## config.mk

```make
export PLATFORM = sky130hd
export DESIGN_NAME = lsu_mem_sequencer
export DESIGN_NICKNAME = d
export VERILOG_FILES = /design/src/rtl/lsu_mem_sequencer.sv
export SDC_FILE = /design/constraint.sdc
export NUM_CORES = 1
export LEC_CHECK = 0
export ABC_AREA = 0
export ABC_CLOCK_PERIOD_IN_PS = 2200
export BUFFER_PORTS_ARGS = -buffer_cell sky130_fd_sc_hd__buf_2
export CORE_MARGIN = 3
export CORE_UTILIZATION = 52
export DETAILED_ROUTE_END_ITERATION = 8
export PLACE_DENSITY = 0.81
export SLEW_MARGIN = 5
export SYNTH_ARGS = -nofsm -noshare
export SYNTH_HDL_FRONTEND = slang
export SYNTH_SLANG_ARGS = --single-unit
```

## constraint.sdc

```tcl
create_clock -name clk -period 2.2 [get_ports clk]
set_input_delay 0.11 -clock clk [delete_from_list [all_inputs] [get_ports clk]]
set_output_delay 0.11 -clock clk [all_outputs]
set_load 0.01 [all_outputs]
```

## src/rtl/lsu_mem_sequencer.sv

```systemverilog
// rtl/lsu_mem_sequencer.sv - load/store sequencer for a doubleword-wide data memory
// Loads issue one read; sub-word stores read-modify-write; SD writes directly.
module lsu_mem_sequencer #(
  parameter int ADDR_W = 64,
  parameter int DATA_W = 64
) (
  input  logic              clk,
  input  logic              reset,
  input  logic              op_valid,
  output logic              op_ready,
  input  logic [3:0]        op_type,
  input  logic [ADDR_W-1:0] op_addr,
  input  logic [DATA_W-1:0] op_wdata,
  output logic              done,
  output logic              err,
  output logic [DATA_W-1:0] load_data,
  output logic              mem_req,
  output logic              mem_we,
  output logic [ADDR_W-1:0] mem_addr,
  output logic [DATA_W-1:0] mem_wdata,
  input  logic [DATA_W-1:0] mem_rdata,
  input  logic              mem_ack
);

  localparam logic [3:0] OP_SW  = 4'd0;
  localparam logic [3:0] OP_SH  = 4'd1;
  localparam logic [3:0] OP_SB  = 4'd2;
  localparam logic [3:0] OP_LW  = 4'd3;
  localparam logic [3:0] OP_LH  = 4'd4;
  localparam logic [3:0] OP_LB  = 4'd5;
  localparam logic [3:0] OP_LBU = 4'd6;
  localparam logic [3:0] OP_LHU = 4'd7;
  localparam logic [3:0] OP_LWU = 4'd8;
  localparam logic [3:0] OP_LD  = 4'd9;
  localparam logic [3:0] OP_SD  = 4'd10;

  typedef enum logic [2:0] {
    S_IDLE,
    S_READ,
    S_WRITE,
    S_DONE,
    S_ERR
  } state_t;

  state_t            state;
  state_t            state_nxt;
  logic [3:0]        type_r;
  logic [ADDR_W-1:0] addr_r;
  logic [DATA_W-1:0] wdata_r;

  function automatic logic is_load(input logic [3:0] t);
    return (t >= OP_LW) && (t <= OP_LD);
  endfunction

  // log2 of the access size in bytes
  function automatic logic [1:0] size_log2(input logic [3:0] t);
    logic [1:0] s;
    case (t)
      OP_SB, OP_LB, OP_LBU: s = 2'd0;
      OP_SH, OP_LH, OP_LHU: s = 2'd1;
      OP_SW, OP_LW, OP_LWU: s = 2'd2;
      default:              s = 2'd3;
    endcase
    return s;
  endfunction

  function automatic logic misaligned(input logic [3:0] t, input logic [2:0] a);
    logic m;
    case (size_log2(t))
      2'd0:    m = 1'b0;
      2'd1:    m = a[0];
      2'd2:    m = |a[1:0];
      default: m = |a[2:0];
    endcase
    return m;
  endfunction

  function automatic logic [DATA_W-1:0] merge_lane(
    input logic [3:0]        t,
    input logic [2:0]        a,
    input logic [DATA_W-1:0] old,
    input logic [DATA_W-1:0] src
  );
    logic [DATA_W-1:0] mask;
    logic [5:0]        off;
    off = {a, 3'b000};
    case (t)
      OP_SB:   mask = 64'h0000_0000_0000_00FF;
      OP_SH:   mask = 64'h0000_0000_0000_FFFF;
      OP_SW:   mask = 64'h0000_0000_FFFF_FFFF;
      default: mask = '1;
    endcase
    return (old & ~(mask << off)) | ((src & mask) << off);
  endfunction

  function automatic logic [DATA_W-1:0] extend_lane(
    input logic [3:0]        t,
    input logic [2:0]        a,
    input logic [DATA_W-1:0] rdata
  );
    logic [DATA_W-1:0] lane;
    logic [DATA_W-1:0] res;
    lane = rdata >> {a, 3'b000};
    case (t)
      OP_LB:   res = {{56{lane[7]}}, lane[7:0]};
      OP_LBU:  res = {56'b0, lane[7:0]};
      OP_LH:   res = {{48{lane[15]}}, lane[15:0]};
      OP_LHU:  res = {48'b0, lane[15:0]};
      OP_LW:   res = {{32{lane[31]}}, lane[31:0]};
      OP_LWU:  res = {32'b0, lane[31:0]};
      default: res = rdata;
    endcase
    return res;
  endfunction

  always_ff @(posedge clk) begin
    if (reset) begin
      state     <= S_IDLE;
      type_r    <= 4'd0;
      addr_r    <= '0;
      wdata_r   <= '0;
      load_data <= '0;
    end else begin
      state <= state_nxt;
      if (state == S_IDLE && op_valid) begin
        type_r  <= op_type;
        addr_r  <= op_addr;
        wdata_r <= op_wdata;
      end
      // wdata_r holds the store source until the read returns, then the merged doubleword
      if (state == S_READ && mem_ack) begin
        if (is_load(type_r)) begin
          load_data <= extend_lane(type_r, addr_r[2:0], mem_rdata);
        end else begin
          wdata_r <= merge_lane(type_r, addr_r[2:0], mem_rdata, wdata_r);
        end
      end
    end
  end

  always_comb begin
    state_nxt = state;
    op_ready  = 1'b0;
    done      = 1'b0;
    err       = 1'b0;
    mem_req   = 1'b0;
    mem_we    = 1'b0;
    case (state)
      S_IDLE: begin
        op_ready = 1'b1;
        if (op_valid) begin
          if (op_type > OP_SD || misaligned(op_type, op_addr[2:0])) begin
            state_nxt = S_ERR;
          end else if (op_type == OP_SD) begin
            state_nxt = S_WRITE;
          end else begin
            state_nxt = S_READ;
          end
        end
      end
      S_READ: begin
        mem_req = 1'b1;
        if (mem_ack) begin
          state_nxt = is_load(type_r) ? S_DONE : S_WRITE;
        end
      end
      S_WRITE: begin
        mem_req = 1'b1;
        mem_we  = 1'b1;
        if (mem_ack) begin
          state_nxt = S_DONE;
        end
      end
      S_DONE: begin
        done      = 1'b1;
        state_nxt = S_IDLE;
      end
      S_ERR: begin
        done      = 1'b1;
        err       = 1'b1;
        state_nxt = S_IDLE;
      end
      default: state_nxt = S_IDLE;
    endcase
  end

  assign mem_addr  = {addr_r[ADDR_W-1:3], 3'b000};
  assign mem_wdata = wdata_r;

endmodule

```

==> impl_summary.log <==
[metrics] root buf cell: sky130_fd_sc_hd__clkbuf_16
[metrics] HPWL reported at the end of detailed placement: 40000 um
[metrics] Period Utilization, post-route: 99.2%
[metrics] reported leakage power: approximately 7.3 nW
[metrics] data required time of the critical path: approximately 2.5 ns
[metrics] top post-synthesis cells by count: sky130_fd_sc_hd__nand2_1 (349), sky130_fd_sc_hd__dfxtp_1 (199), sky130_fd_sc_hd__a21oi_1 (137), sky130_fd_sc_hd__clkbuf_1 (74), sky130_fd_sc_hd__nor2_1 (73)
[metrics] total global routing overflow: 0
[metrics] count of flip-flops with a built-in enable after synthesis: 0
[metrics] Syn Inst Count: 1612
[metrics] maximum fanout along the worst path: 13
[metrics] die width: 162 um
[metrics] number of distinct library cells after synthesis: 72
[metrics] RD Place Congestion: between 1 and 1.5
[metrics] unrepaired setup endpoints after global routing: yes
[metrics] top cells by area in the synthesized netlist: sky130_fd_sc_hd__dfxtp_1 (32%), sky130_fd_sc_hd__nand2_1 (10%), sky130_fd_sc_hd__a21oi_1 (5.5%)
[metrics] crit-path cells: buf_4 -> nor4b_4 -> buf_6 -> o31ai_1 -> o2bb2ai_1 -> a221oi_1 -> a311oi_1
[metrics] die footprint: around 26000 um^2
[metrics] drt drc: 3
[metrics] part of the Yosys area used for sequential elements: a little under a third
[metrics] Max Transition Viols Final: 0
[metrics] Setup Skew: approximately 0.011 ns
[metrics] core footprint: ~24000 um^2
[metrics] antenna violation net count after detailed routing: 0
[metrics] Max stage delay on crit path: 0.43 ns
[metrics] number of global-route vias before repair: 14600
[metrics] H-tree lvl count: 4
[metrics] peak supply drop: ~0.58 mV
[metrics] total number of clock tree sinks: approximately 200
[metrics] Post-Syn Area: approximately 13000 um^2
[metrics] portion of total power attributed to the clock network: 28.6%
[metrics] Sw Pwr: 0.00411 W
[metrics] Rel. slew slack: around 47%
[metrics] worst-skew pair later-pin latency: ~0.45 ns
[metrics] total routing resource utilization after global routing: between 40% and 50%
[metrics] number of register bits inferred by synthesis: approximately 200
[metrics] total clock buffers created by CTS: 17
[metrics] category of cells accounting for the largest share of critical-path delay: compound AO/OA/AOI/OAI gates
[metrics] cell internal pwr: ~0.007 W
[metrics] total count of hold-check failures in the final report: 0
[metrics] fraction of power consumed by combinational cells: between 30 and 40%
[metrics] kind of capture point of the worst setup path: register
[metrics] via count: 15600
[metrics] post-detailed-placement cell area: ~15000 um^2
[metrics] fraction of registers with async set or reset after synthesis: 0%
[metrics] count of placed standard cells in the final layout, fillers left out: 2417
[metrics] starting density of the core: a little over half
[metrics] pin count of the biggest net entering global routing: a little over 70
[metrics] leading cell type by number of instances after synthesis: sky130_fd_sc_hd__nand2_1
[metrics] drt pass-1 iters: 9
[metrics] number of placement rows: 56
[metrics] violations in the final reports: design-rule violations
[metrics] Worst Tran Pin Value: approximately 0.79 ns
[metrics] data arrival time of the critical path: 2.49 ns
[metrics] antenna violations before repair: 0
[metrics] global-route wire length before repair: 84200 um
[metrics] cell count after placement: ~2300
[metrics] net switching fraction of the power: between 30% and 40%
[metrics] drt initial violations: 2404
[metrics] start-to-end type of the worst setup path: register to register
[metrics] Area Overhead vs Synth: 35.3%
[metrics] achievable clock frequency: approximately 460 MHz
[metrics] maximum root-to-sink buffer count: 2
[metrics] Reg power frac: 37.8%
[metrics] fin area: 17000 um^2
[metrics] crit path launch type: register
[metrics] number of nets in the layout: ~2300
[metrics] ys flop type: sky130_fd_sc_hd__dfxtp_1
[metrics] Via-to-Cell Ratio: ~6.5
[metrics] clock tree from TritonCTS: built
[metrics] Yosys warnings: 0
[metrics] min cycle time layout: around 2.2 ns
[metrics] most area-hungry cell type in the Yosys netlist: sky130_fd_sc_hd__dfxtp_1
[metrics] PnR Total Power: about 0.011 W
[metrics] number of buffer cells added on primary ports: slightly below 400
[metrics] FF-to-FF setup slack: ~0.017 ns
[metrics] mean instance size in the synthesized netlist: ~7.8 um^2
[metrics] total setup violations reported at the end of the flow: 0
[metrics] slowest library cell on the worst path: sky130_fd_sc_hd__dfxtp_1
[metrics] die outline height: about 160 um
[metrics] area fraction of the dominant cell type after synthesis: a little under a third
[metrics] Max-Cap Viols: 0
[metrics] Critical path buffers and inverters: 2
[metrics] number of ports placed on the die boundary: about 400
[metrics] classification of the worst-slack hold path: input pin to register
[metrics] Reg clk slew, reported paths: around 0.08 ns
[metrics] status: complete, but fails checks
[metrics] total length of routed wires: roughly 56000 um
[metrics] layout cells sized above 1: between 30% and 40%
[metrics] wire per inst: between 20 and 25 um
[metrics] power density of the placed cells: 645 nW/um^2
## logic make-up after synthesis
family          share of synthesized area [%]
compound gates                           31.4
xor+xnor                                0.209
fa+ha+maj                               0.298
buf+inv                                  10.2
flops                                    31.7
mux                                      8.78
other cells                            0.0298
simple gates                             17.4
## layout make-up
class                           instances  area, um^2
Clock inverter                         13         131
Clock buffer                           18         429
Fill cell                            1822        6600
Timing Repair Buffer                  665        4480
Multi-Input combinational cell       1175        7480
Antenna cell                            1        2.50
Sequential cell                       199        3990
Tap cell                              319         399
Inverter                               27         101
## through the flow
stage                     setup TNS, ns  hold slack [ns]  setup WS, ns  util, %
final                                 0           0.0131        0.0168     72.1
after global routing            -0.0572           0.0218       -0.0296     72.1
after CTS                       -0.0648          0.00209       -0.0328     71.4
after detailed placement        -0.0109            0.356       -0.0109     63.7
after global placement                0            0.350        0.0234     63.7
after floorplan                       0            0.246         0.159        -
## sequential cells by signal (all words and copies together) (netlist names)
name	cells
addr_r	64
load_data	64
mem_wdata	64
type_r	4
state	3
## repair_timing
action,in CTS,in global routing
setup endpoints to repair,7,90
resized for setup,2,26
pin swaps,0,1
endpoints found under the hold margin,127,1
setup buffers,0,2
hold buffers,125,1
## cell usage in the layout (no fill, tap or decap), drive strengths merged, types with 10 or more instances in the layout
cell,instances
nand3,21
a31oi,17
o22ai,13
mux2,43
nor4,16
o2bb2ai,11
a22oi,38
mux2i,53
buf,539
nor3b,10
a21oi,169
a311oi,44
clkbuf,18
o21ai,67
o211ai,23
o221ai,17
nand2,349
o31ai,21
nor2,74
inv,33
a221o,26
dlygate4sd3,126
nor3,12
a211oi,13
a221oi,45
nor2b,14
dfxtp,199
## power by group through the flow
| stage | clock network [W] | registers (W) | logic (W) |
|---|---|---|---|
| floorplan | 0 | 0.00417 | 0.00197 |
| global placement | 0 | 0.00420 | 0.00328 |
| global route | 0.00326 | 0.00416 | 0.00391 |
| detailed placement | 0 | 0.00420 | 0.00331 |
| finish | 0.00313 | 0.00414 | 0.00370 |
| CTS | 0.00315 | 0.00412 | 0.00350 |
## worst min-delay path, cell delays in order
cell	delay [ns]
sky130_fd_sc_hd__buf_2	0.15
sky130_fd_sc_hd__nand2_1	0.11
sky130_fd_sc_hd__a21oi_4	0.06
## per-layer routing
layer / GRT usage [%] / share of wire (%)
met5: 0 / 0
met4: 22.9 / 6.2
met3: 9.54 / 11
met2: 64.8 / 45
met1: 50.5 / 37
## worst paths after layout
check                                from                         end  cells after the start
hold reg to reg   addr_r[21]$_SDFFE_PP0P_     addr_r[21]$_SDFFE_PP0P_                      2
setup reg to reg   type_r[1]$_SDFFE_PP0P_    mem_wdata[29]$_SDFF_PP0_                      7
setup / recovery   type_r[1]$_SDFFE_PP0P_    mem_wdata[29]$_SDFF_PP0_                      7
hold / removal              mem_rdata[36]  load_data[36]$_SDFFE_PP0P_                      3
Power figures use the tool's default switching activity.
